$ cat src/rtl/aes_mix_columns_seq.sv
// Column-serial AES MixColumns: one 32-bit column per clock between two
// valid/ready handshakes; the last-round flag passes the state through untouched.
//
// state | meaning
// IDLE  | waiting for a word, in_ready=1
// BUSY  | mixing one column per cycle, busy=1
// DONE  | result held on out_data, out_valid=1 until out_ready
module aes_mix_columns_seq #(
  parameter int         NCOLS    = 4,
  parameter logic [7:0] RED_POLY = 8'h1b
) (
  input  logic         clk,
  input  logic         reset,
  input  logic [127:0] in_data,
  input  logic         in_last,
  input  logic         in_valid,
  output logic         in_ready,
  output logic [127:0] out_data,
  output logic         out_valid,
  input  logic         out_ready,
  output logic         busy
);

  localparam int            CW       = $clog2(NCOLS);
  localparam logic [CW-1:0] LAST_COL = CW'(NCOLS - 1);

  typedef enum logic [1:0] {IDLE, BUSY, DONE} state_t;

  state_t                   state, state_nxt;
  logic [CW-1:0]            col_cnt;
  // Ascending packed index puts column 0 in the most significant 32 bits.
  logic [0:NCOLS-1][31:0]   st_reg;
  logic [0:NCOLS-1][31:0]   out_reg;

  function automatic logic [7:0] xtime(input logic [7:0] x);
    return {x[6:0], 1'b0} ^ (x[7] ? RED_POLY : 8'h00);
  endfunction

  function automatic logic [31:0] mix_col(input logic [31:0] c);
    logic [7:0] a0, a1, a2, a3;
    logic [7:0] b0, b1, b2, b3;
    a0 = c[31:24];
    a1 = c[23:16];
    a2 = c[15:8];
    a3 = c[7:0];
    b0 = xtime(a0) ^ xtime(a1) ^ a1 ^ a2 ^ a3;
    b1 = a0 ^ xtime(a1) ^ xtime(a2) ^ a2 ^ a3;
    b2 = a0 ^ a1 ^ xtime(a2) ^ xtime(a3) ^ a3;
    b3 = xtime(a0) ^ a0 ^ a1 ^ a2 ^ xtime(a3);
    return {b0, b1, b2, b3};
  endfunction

  always_ff @(posedge clk or posedge reset) begin
    if (reset) state <= IDLE;
    else       state <= state_nxt;
  end

  always_comb begin
    state_nxt = state;
    in_ready  = 1'b0;
    busy      = 1'b0;
    out_valid = 1'b0;
    case (state)
      IDLE: begin
        in_ready = 1'b1;
        if (in_valid) state_nxt = in_last ? DONE : BUSY;
      end
      BUSY: begin
        busy = 1'b1;
        if (col_cnt == LAST_COL) state_nxt = DONE;
      end
      DONE: begin
        out_valid = 1'b1;
        if (out_ready) state_nxt = IDLE;
      end
      default: state_nxt = IDLE;
    endcase
  end

  // Columns not yet rewritten keep the previous transaction's values.
  always_ff @(posedge clk or posedge reset) begin
    if (reset) begin
      st_reg  <= '0;
      out_reg <= '0;
      col_cnt <= '0;
    end else if (state == IDLE && in_valid) begin
      if (in_last) begin
        out_reg <= in_data;
      end else begin
        st_reg  <= in_data;
        col_cnt <= '0;
      end
    end else if (state == BUSY) begin
      out_reg[col_cnt] <= mix_col(st_reg[col_cnt]);
      col_cnt          <= (col_cnt == LAST_COL) ? '0 : col_cnt + 1'b1;
    end
  end

  assign out_data = out_reg;

endmodule
$ cat config.mk
export PLATFORM = sky130hd
export DESIGN_NAME = aes_mix_columns_seq
export DESIGN_NICKNAME = d
export VERILOG_FILES = /design/src/rtl/aes_mix_columns_seq.sv
export SDC_FILE = /design/constraint.sdc
export NUM_CORES = 1
export LEC_CHECK = 0
export BUFFER_PORTS_ARGS = -buffer_cell sky130_fd_sc_hd__buf_2
export CAP_MARGIN = 15
export CORE_MARGIN = 3
export CORE_UTILIZATION = 25
export DETAILED_ROUTE_END_ITERATION = 7
export GPL_ROUTABILITY_DRIVEN = 0
export PLACE_DENSITY = 0.48
export SYNTH_ARGS = -nofsm -noshare
export SYNTH_HDL_FRONTEND = slang
export SYNTH_SLANG_ARGS = --single-unit
$ cat constraint.sdc
create_clock -name clk -period 10.7 [get_ports clk]
set_clock_uncertainty 0.1 [all_clocks]
set_input_delay 1.07 -clock clk [delete_from_list [all_inputs] [get_ports clk]]
set_output_delay 1.07 -clock clk [all_outputs]
set_load 0.02 [all_outputs]
==> impl_results.md <==
- Status: complete, no violations
- Seq. cell area: approximately 6500 um^2
- CP delay by family, top: XOR/XNOR gates
- Die Height: 231 um
- Leading area contributor after synthesis: dfrtp_1
- XOR/XNOR Fraction of Synth Area: 9.75%
- Vias in the first global route: 10924
- Unrepaired setup endpoints after global routing: no
- DP HPWL: 34100 um
- H-tree Lvls: 1
- Final WS setup: 7.05 ns
- Worst-margin pin slew: about 1.1 ns
- Crit path from: col_cnt[0]
- Vias: 10618
- CP max stage delay: 0.76 ns
- GRT overflow: 0
- Top cells by area, synth: dfrtp_1 (51%), nand2_1 (12%), nor2_1 (6.2%)
- Most used DFF post-synth: dfrtp_1
- Final worst path period need: ~3.7 ns
- Yosys warnings: 0
- Syn Nets: 1419
- Clock root buffer: clkbuf_16
- RR Startpoint: col_cnt[0]
- Layout cell share with drive strength beyond 1: 27.2%
- Post-synthesis instance total: approximately 1300
- Initial detailed-routing violation count: between 700 and 800
- DIE AREA: about 54000 um^2
- Num ports: 264
- Cts bufs inserted: 31
- Top-count cell post-synth: nand2_1
- Worst skew pair latency: 0.59 ns
- CTS resizes: 0
- Setup crit end kind: flop
- CP arrival: 4.00 ns
- Final ANT Viol Nets: 0
- Pre-CTS setup slack: 7.00 ns
- Max-cap viol count: 0
- Pin count of the biggest net entering global routing: 80
- DR WL/cell: 22.6 um
- Simple-Gate Fraction of Synth Area: 18.3%
- Worst hold start: st_reg[54]
- Critical path fanouts, max: 20
- Core area: 49600 um^2
- Remaining DRCs: 0
- CTS Sinks: between 200 and 300
- Hold Path Class: reg -> reg
- Cell variety after synth: 34
- Syn Std Cell Area: about 13000 um^2
- Final nets: between 1500 and 2000
- Gr usage total: between 10% and 20%
- Worst path cell trace: buf_4, mux4_1, xor2_1, xor3_1, a221oi_1, nor2_1
- Slew HR: 25.5%
- EDFF count, synth: 0
- Crit share post-route: roughly a third
- Area Overhead vs Synth: 23.5%
- DRT Pass-1 Iters: 5
- Compound-gate portion of the synthesized area: 11.3%
- #FFs+latches synth: 260
- Fill cells: 5212
- Clock Pin Slew Worst Setup and Hold Paths: 0.06 ns
- Setup TNS: 0 ns
- Vias per inst: 4.83
- Final Setup Violations: 0
- Multi-input gate area: 5870 um^2
- CTS Buffer Depth: 3
- Most frequent cells after synthesis: nand2_1 (394), dfrtp_1 (260), nor2_1 (209), clkbuf_1 (82), a221oi_1 (60)
- IO buf count: 263
- FMAX: 0.274 GHz
- Synth top area share: 51.2%
- Fraction of registers with async set/reset: 100%
- Final Max Slew Viols: 0
- Starting Density: approximately a quarter
- Synth Area in Adders: less than 1%
- CTS tree: built
- Final Hold Vio Count: 0
- Kind of critical path: reg -> reg
- Die Width: 231 um
- Post-synthesis mux area share: 5.82%
- Hold bufs inserted after CTS: 0
- Critical path launch point type: flop
- Worst Path Buf+Inv: 1
- Largest family of logic cells by synthesized area: simple AND/OR/NAND/NOR gates
- CP required: 11.04 ns
- Mean post-synth cell area: 9.91 um^2
- Crit-path slowest cell: dfrtp_2
- First-pass GRT wire length: between 70000 and 80000 um
- Antenna violations before repair: 7
- Row count: 81
- Wirelength, routed: 49700 um
- # Post-CTS Setup Buffers: 0
- Seq/Total Area, Yosys: 51.2%
cells in the final DEF (no fill, tap or decap), types with 30 or more instances in the layout:
cell / Yosys / final
a21oi_1: 52 / 48
a221oi_1: 60 / 60
buf_2: 2 / 263
clkbuf_16: 0 / 31
dfrtp_1: 260 / 258
mux4_2: 30 / 30
nand2_1: 394 / 394
nor2_1: 209 / 209
o22ai_1: 48 / 48
xnor2_1: 40 / 40
stage by stage:
| step | instances | hold WS [ns] | util, % | area (um^2) |
|---|---|---|---|---|
| floorplan | 1282 | 0.337 | - | 12700 |
| global placement | 2140 | 0.351 | 29.7 | 14700 |
| detailed placement | 2140 | 0.358 | 29.7 | 14700 |
| CTS | 2196 | 0.374 | 31.7 | 15700 |
| global route | 2197 | 0.396 | 31.7 | 15700 |
| finish | 2197 | 0.370 | 31.7 | 15700 |
area by class of cell:
| cell class | instances | area share (%) |
|---|---|---|
| flip-flops and latches | 260 | 41.5 |
| clock buffers | 41 | 5.38 |
| multi-input cells | 928 | 37.4 |
| inverters | 4 | 0.144 |
| well taps | 664 | 5.30 |
| diodes | 1 | 0.0160 |
| repair buffers | 284 | 9.39 |
| clock inverters | 15 | 0.853 |
cell families (layout without fill, tap and decap cells):
family	count (synthesis)	count (layout)
AO/OA/AOI/OAI	188	188
multiplexers	33	33
other	0	1
AND/OR/NAND/NOR	614	614
flip-flops	260	260
buffers and inverters	94	344
adder cells (fa/ha/maj)	4	4
XOR/XNOR	89	89
worst paths after layout:
kind,end,slack (ns),cells past startpoint
worst max-delay path,out_data[46],7.05,6
worst min-delay path,st_reg[54],0.37,2
worst max register to register,out_data[46],7.05,6
worst min register to register,st_reg[54],0.37,2
max in group asynchronous,out_data[66],7.88,4
min in group asynchronous,out_data[118],0.44,2
worst min-delay path: cells and delay by family (launching register included):
family,cells,cell delay [ns]
and+or+nand+nor,2,0.10
DFF,1,0.33
layer usage:
layer | global-route usage (%) | share of wire [%] | wire length [um]
met1 | 25.1 | 44 | 22000
met2 | 29.7 | 47 | 23200
met3 | 3.71 | 6.6 | 3280
met4 | 4.73 | 2.5 | 1250
met5 | 0 | 0.16 | 82
Power is not shown: default switching activity piles up to over one toggle a cycle in this logic, so the estimate is an artifact.
